==> src/rtl/if_fetch_unit.sv <==
// Instruction-fetch stage: owns the PC, talks to a req/ack instruction memory and
// feeds IF/ID, with a one-entry skid buffer to survive hazard stalls.
module if_fetch_unit #(
    parameter logic [31:0] RESET_PC = 32'h0000_0000,
    parameter logic [31:0] NOP_INST = 32'h0000_0000
) (
    input  logic        clk_i,
    input  logic        rst_i,
    input  logic        hd_i,
    input  logic        branch_i,
    input  logic [31:0] branch_addr_i,
    input  logic        jump_i,
    input  logic [25:0] jump_addr_i,
    output logic        imem_req_o,
    output logic [31:0] imem_addr_o,
    input  logic        imem_ack_i,
    input  logic [31:0] imem_data_i,
    output logic [31:0] inst_addr_o,
    output logic [31:0] inst_o,
    output logic        valid_o,
    output logic        flush_o
);

    typedef enum logic [1:0] {
        ST_FETCH,
        ST_DRAIN,
        ST_HOLD
    } state_t;

    state_t      state_q;
    state_t      state_d;
    logic [31:0] pc_p0;
    logic [31:0] pc_d;
    logic [31:0] pc_plus4;
    logic        pend_p1;
    logic [31:0] req_addr_p1;
    logic [31:0] skid_inst_p1;
    logic [31:0] skid_addr_p1;

    logic        redirect;
    logic [31:0] redirect_pc;
    logic        ack_v;
    logic        load_out;
    logic        load_skid;
    logic        pop_skid;
    logic        bubble;

    assign pc_plus4    = pc_p0 + 32'd4;
    assign redirect    = branch_i | jump_i;
    assign redirect_pc = branch_i ? (branch_addr_i & ~32'h3)
                                  : {pc_plus4[31:28], jump_addr_i, 2'b00};
    // An ack only counts against a request we are actually driving.
    assign ack_v       = imem_ack_i & imem_req_o;

    always_comb begin
        imem_req_o  = 1'b0;
        imem_addr_o = pc_p0;
        case (state_q)
            ST_FETCH: imem_req_o = pend_p1 | ~hd_i;
            ST_DRAIN: begin
                imem_req_o  = 1'b1;
                imem_addr_o = req_addr_p1;
            end
            default: imem_req_o = 1'b0;
        endcase
        if (rst_i) begin
            imem_req_o = 1'b0;
        end
    end

    always_comb begin
        state_d   = state_q;
        pc_d      = pc_p0;
        load_out  = 1'b0;
        load_skid = 1'b0;
        pop_skid  = 1'b0;
        bubble    = 1'b0;
        if (redirect) begin
            pc_d    = redirect_pc;
            bubble  = 1'b1;
            state_d = (imem_req_o && !ack_v) ? ST_DRAIN : ST_FETCH;
        end else begin
            case (state_q)
                ST_FETCH: begin
                    if (ack_v) begin
                        pc_d = pc_plus4;
                        if (hd_i) begin
                            load_skid = 1'b1;
                            state_d   = ST_HOLD;
                        end else begin
                            load_out = 1'b1;
                        end
                    end else if (!hd_i) begin
                        bubble = 1'b1;
                    end
                end
                ST_HOLD: begin
                    if (!hd_i) begin
                        pop_skid = 1'b1;
                        state_d  = ST_FETCH;
                    end
                end
                ST_DRAIN: begin
                    if (ack_v) begin
                        state_d = ST_FETCH;
                    end
                end
                default: state_d = ST_FETCH;
            endcase
        end
    end

    // Control and IF/ID-facing registers
    always_ff @(posedge clk_i or posedge rst_i) begin
        if (rst_i) begin
            state_q     <= ST_FETCH;
            pc_p0       <= RESET_PC;
            pend_p1     <= 1'b0;
            inst_o      <= NOP_INST;
            inst_addr_o <= 32'h0;
            valid_o     <= 1'b0;
            flush_o     <= 1'b0;
        end else begin
            state_q <= state_d;
            pc_p0   <= pc_d;
            pend_p1 <= imem_req_o & ~ack_v;
            flush_o <= redirect;
            if (load_out) begin
                inst_o      <= imem_data_i;
                inst_addr_o <= pc_plus4;
                valid_o     <= 1'b1;
            end else if (pop_skid) begin
                inst_o      <= skid_inst_p1;
                inst_addr_o <= skid_addr_p1;
                valid_o     <= 1'b1;
            end else if (bubble) begin
                inst_o  <= NOP_INST;
                valid_o <= 1'b0;
            end
        end
    end

    // Datapath-only registers; their contents are qualified by state_q
    always_ff @(posedge clk_i) begin
        if (imem_req_o) begin
            req_addr_p1 <= imem_addr_o;
        end
        if (load_skid) begin
            skid_inst_p1 <= imem_data_i;
            skid_addr_p1 <= pc_plus4;
        end
    end

endmodule
==> config.mk <==
export PLATFORM = sky130hd
export DESIGN_NAME = if_fetch_unit
export DESIGN_NICKNAME = d
export VERILOG_FILES = /design/src/rtl/if_fetch_unit.sv
export SDC_FILE = /design/constraint.sdc
export NUM_CORES = 1
export LEC_CHECK = 0
export CORE_ASPECT_RATIO = 0.9
export CORE_MARGIN = 2
export CORE_UTILIZATION = 40
export CTS_BUF_LIST = sky130_fd_sc_hd__clkbuf_4
export DETAILED_ROUTE_END_ITERATION = 16
export PLACE_DENSITY = 0.72
export SYNTH_ARGS = -nofsm -noshare
export SYNTH_HDL_FRONTEND = slang
export SYNTH_SLANG_ARGS = --single-unit
==> constraint.sdc <==
create_clock -name clk_i -period 10.61 [get_ports clk_i]
set_clock_uncertainty 0.1 [all_clocks]
set_input_delay 1.061 -clock clk_i [delete_from_list [all_inputs] [get_ports clk_i]]
set_output_delay 1.061 -clock clk_i [all_outputs]
set_load 0.01 [all_outputs]
Yosys cells after proc, flatten, opt, wreduce, memory -nomap -nowiden
Index checks and enable logic that the tools add are counted.

Bits in registers: 197. Bits of input ports: 96. Output and inout bits: 99. Word-level logic and storage cells: 67.

$add $sub $neg: 1. Eq/ne operators: 6. Muxes and demuxes: 35. Bitwise gates (word level): 6. Reduce and logical (&&, ||, !) cells: 9.

Operators with widths (number): two-way mux 32 bit (10); adder 32 x 3 -> 32 bit (second input constant) (1); two-way mux 1 bit (18); != test 3 bit (second input constant) (4); two-way mux 2 bit (5); one-hot mux 2 bit (3 select lines) (1); nonzero test 2 bit (3); AND reduction 4 bit (1); nonzero test 3 bit (1); bitwise AND 1 bit (2); equality test 2 x 1 -> 1 bit (second input constant) (1); equality test 2 bit (second input constant) (1); zero test 2 bit (1); inverter 1 bit (2); bitwise OR 1 bit (2); one-hot mux 1 bit (2 select lines) (1); AND reduction 2 bit (1); logical AND 1 bit (1); zero test 1 bit (1).

Longest topological paths before layout
Depth in word-level cells: 11. Gate-level depth with buffers: 9. Depth with buffers taken out: 6.

Worst setup path before layout
Ideal clock, no wire load.

Kind: input to register. Start: input port jump_i. End: register skid_addr_p1[10], enable pin. Library setup time: 0.571 ns. Data arrival time: 6.296 ns. Required time: 9.939 ns. Path slack: 3.643 ns. Stages: 4. Buffers on the path: 1. Cell sequence: nor2_1 > clkbuf_1 > nand3_1 > nor3b_1.

Word-level cells in the longest chain between the ends: 2.

RTL lines: from (decl) (RTL line 12) `input logic jump_i,`; bitwise OR 1 bit (RTL line 49) `assign redirect = branch_i | jump_i;`; two-way mux 1 bit (RTL line 78) `if (redirect) begin`; net load_skid (RTL line 44) `logic load_skid;`; to (signal assigned) (RTL line 150) `skid_addr_p1 <= pc_plus4;`; to (decl) (RTL line 38) `logic [31:0] skid_addr_p1;`.

The timed path passes the listed nets, and every way through them passes these cells. A chain may end at the register's enable or synchronous reset.

Worst setup path after layout
Start: input port hd_i. End: output port imem_req_o.

Word-level cells in the longest chain between the ends: 4.

RTL lines: from (decl) (RTL line 9) `input logic hd_i,`; inverter 1 bit (RTL line 59) `ST_FETCH: imem_req_o = pend_p1 | ~hd_i;`; bitwise OR 1 bit (RTL line 59); one-hot mux 1 bit (2 select lines) (RTL line 58) `case (state_q)`; two-way mux 1 bit (RTL line 66) `if (rst_i) begin`; to (decl) (RTL line 14) `output logic imem_req_o,`.

Every way passes these cells.

==> implementation parameters <==
Parameter                              Value

Clock network
  Number of buffers inserted during clock tree synthesis    17
  CTS tree    built
  Max H-tree Level    4
  PostCTS Resize Cnt    0
  Clock-pin slew reported for the worst setup and hold paths after clock tree synthesis    0.15 ns
  Number of sinks driven by the clock tree    191
  Cell at the root of the clock tree    sky130_fd_sc_hd__clkbuf_4
  Number of setup buffers added after CTS    0
  CTS hold repair buffers    0
  Clock latency of the later-clocked register in the worst-skew pair    between 0.5 and 0.6 ns
  Number of buffers on the longest clock path    2

GRT
  Pin count of the biggest net entering global routing    63
  Remaining Overflow, GRT    0
  Via count of the first global-routing pass    5,993
  Overall Global Routing Usage    between 10% and 20%
  Wire length of the first global-routing pass    roughly 34 mm
  Number of antenna violations at the first check in global routing    0

Cells and area
  # nets final    973
  Commonest cells after routing, fill and taps aside    sky130_fd_sc_hd__clkdlybuf4s50_1 (190), sky130_fd_sc_hd__dfrtp_1 (97), sky130_fd_sc_hd__edfxtp_1 (94)
  Fillers    1,873
  Most common library cell in the layout ignoring fill and taps    sky130_fd_sc_hd__clkdlybuf4s50_1
  Antenna fix cells    0
  Post-synthesis to final-layout area growth    28.0%
  Finished layout cell area    around 0.011 mm²
  Share of post-route cells with drive strength above 1    9.56%

Yosys
  Count of distinct cell types in the synthesized netlist    56
  Number of enable-type register cells in the synthesized netlist    94
  Number of synthesized register bits    about 190
  Async SR Flop Fraction    about half
  Post-synthesis sequential area ratio    61.6%
  Post-synthesis instance area    0.00852 mm²
  Post-synthesis instance total    ~700
  Most used flip-flop cell after synthesis    sky130_fd_sc_hd__dfrtp_1
  Number of synthesis warnings    0
  Average footprint of a synthesized cell    between 10 and 15 µm²

Routing
  Total number of vias    between 6,000 and 7,000
  First drt pass iteration count    5
  DRT antenna net count    0
  Wire per inst    18.8 µm
  DRC viols    0
  Wirelength, routed    22.1 mm
  Avg Vias per Cell    5.43
  Initial DRC Count    around 560

Placement
  Count of input and output buffers    190
  HPWL after detailed placement    14.8 mm
  Total cell area at the placement stage    0.0106 mm²
  Worst setup slack after placement    5.73 ns
  Placer's final routability congestion estimate    0.859

Outcome
  Outcome    finished, final reports clean

Critical path
  Top delay family on crit path    buffers and inverters
  Critical path buffer and inverter count    4
  Max incr delay on CP    0.64 ns
  Critical path arrival    3.29 ns
  Worst path most repeated cell    sky130_fd_sc_hd__clkdlybuf4s50_1
  Critical Path Start Type    input port
  Cell with the largest stage delay on the worst path    sky130_fd_sc_hd__clkdlybuf4s50_1
  Sequence of cells on the critical path    clkdlybuf4s50_1 > nor3b_1 > or3_1 > inv_1 > buf_4 > clkdlybuf4s50_1
  CP Max Fanout    33
  Category of the most critical setup path    in -> out
  Type of element capturing the critical path    primary output
  Required arrival time at the worst endpoint    9.45 ns

Min path
  Class of the most critical hold timing path    reg -> reg

Die
  Height of the die    between 100 and 150 µm
  I/O pin count    approximately 200
  Site Rows    50
  Floorplan die width    158 µm
  Die outline area    approximately 0.022 mm²
  Area of the core    roughly 0.021 mm²
  Initial cell density of the core    40.9%

STA
  Smallest setup slack after layout    6.16 ns
  Slew margin rel.    about a quarter
  Transition time at the pin with the least slew margin    1.15 ns
  Final Hold Fails    0
  Min Tclk post-route    4.45 ns
  Setup TNS    0 ns
  Maximum frequency from static timing analysis    around 220 MHz
  Unrepaired setup endpoints after global routing    false
  Fin crit share    41.9%
  Setup violators final    0
  Final Max Tran Viols    0

Power
  Overall power consumption    between 1.5 and 2 mW
  Peak VDD IR    slightly below 70 µV
  P_leak    around 4.4 nW
  Areal power density over the cells    146 mW/mm²

Flow run
  MaxCap Viol Count    0
[power breakdown]
group	leakage [nW]	total [mW]	switching, mW	internal (mW)
Sequential	2.14	0.891	0.0469	0.844
Clock	0.137	0.369	0.269	0.100
Combinational	2.14	0.337	0.155	0.182
[final timing paths]
| check | from | endpoint | slack [ns] | cells after the start |
|---|---|---|---|---|
| worst max-delay path | hd_i | imem_req_o | 6.16 | 6 |
| worst min-delay path | skid_inst_p1[25] | inst_o[25] | 0.35 | 2 |
| worst max register to register | state_q[1] | pc_p0[26] | 7.41 | 5 |
| worst min register to register | skid_inst_p1[25] | inst_o[25] | 0.35 | 2 |
| max in group asynchronous | rst_i | state_q[1] | 8.35 | 3 |
| min in group asynchronous | rst_i | inst_o[11] | 0.83 | 2 |
[flip-flops by register name (all words and copies together) (netlist names)]
register and count:
inst_o 32, skid_addr_p1 30, pend_p1 1, skid_inst_p1 32, inst_addr_o 30, valid_o 1, state_q 2, flush_o 1
pc_p0 30, req_addr_p1 32
[layer usage]
| layer | GRT usage [%] | up-vias | share of wire (%) |
|---|---|---|---|
| met5 | 0 | - | 0 |
| met4 | 4.69 | 0 | 1.0 |
| met3 | 4.90 | 18 | 8.0 |
| met2 | 29.7 | 275 | 45 |
| met1 | 28.1 | 3112 | 46 |
| li1 | - | 2980 | - |
[Yosys cell counts (all sizes together), types with 7 or more instances]
master  instances  area, µm²
a21o           16        120
a222oi         15        150
nor2           25       93.8
and2            7       46.3
clkbuf         24       90.1
xor2           12        105
o21ai          23        115
and3           11       68.8
and4            7       63.8
nand4          10       77.6
a22o           22        193
edfxtp         94       2820
dfrtp          97       2430
nor3           14       70.1
a31oi          10       62.6
buf            26        149
a22oi          40        300
a21oi          19       95.1
nand2          77        289
inv            28        105
nand3          19       95.1
xnor2          21        184
mux2           27        304
[final cells by class]
type | count | area [µm²] | area share (%)
flip-flops and latches | 191 | 5250 | 48.1
multi-input cells | 436 | 2950 | 27.0
repair buffers | 201 | 1980 | 18.2
well taps | 286 | 358 | 3.28
clock inverters | 15 | 129 | 1.18
clock buffers | 17 | 128 | 1.17
inverters | 29 | 111 | 1.02
[worst register-to-register path: stages (launching register included)]
cell and delay [ns]:
sky130_fd_sc_hd__dfrtp_1 0.50, sky130_fd_sc_hd__nor3b_2 0.51, sky130_fd_sc_hd__and3_1 0.79, sky130_fd_sc_hd__nand2b_1 0.76
sky130_fd_sc_hd__o22ai_1 0.18, sky130_fd_sc_hd__a211oi_1 0.29
[cells by family after synthesis]
family	count (synthesis)	share of synthesized area, %
simple gates	192	11.4
compound gates	177	15.2
buf+inv	79	4.08
flops	191	61.6
xor+xnor	33	3.39
fa+ha+maj	1	0.147
other cells	1	0.0440
mux	31	4.04
[through the flow]
| step | hold WS [ns] | utilization (%) | std cells |
|---|---|---|---|
| 2_1_floorplan | 0.315 | - | 706 |
| 3_3_place_gp | 0.317 | 51.1 | 1143 |
| 3_5_place_dp | 0.324 | 51.1 | 1143 |
| 4_1_cts | 0.360 | 52.3 | 1175 |
| 5_1_grt | 0.373 | 52.3 | 1175 |
| 6_report | 0.352 | 52.3 | 1175 |
No activity file was read; power rests on OpenSTA's default activity.
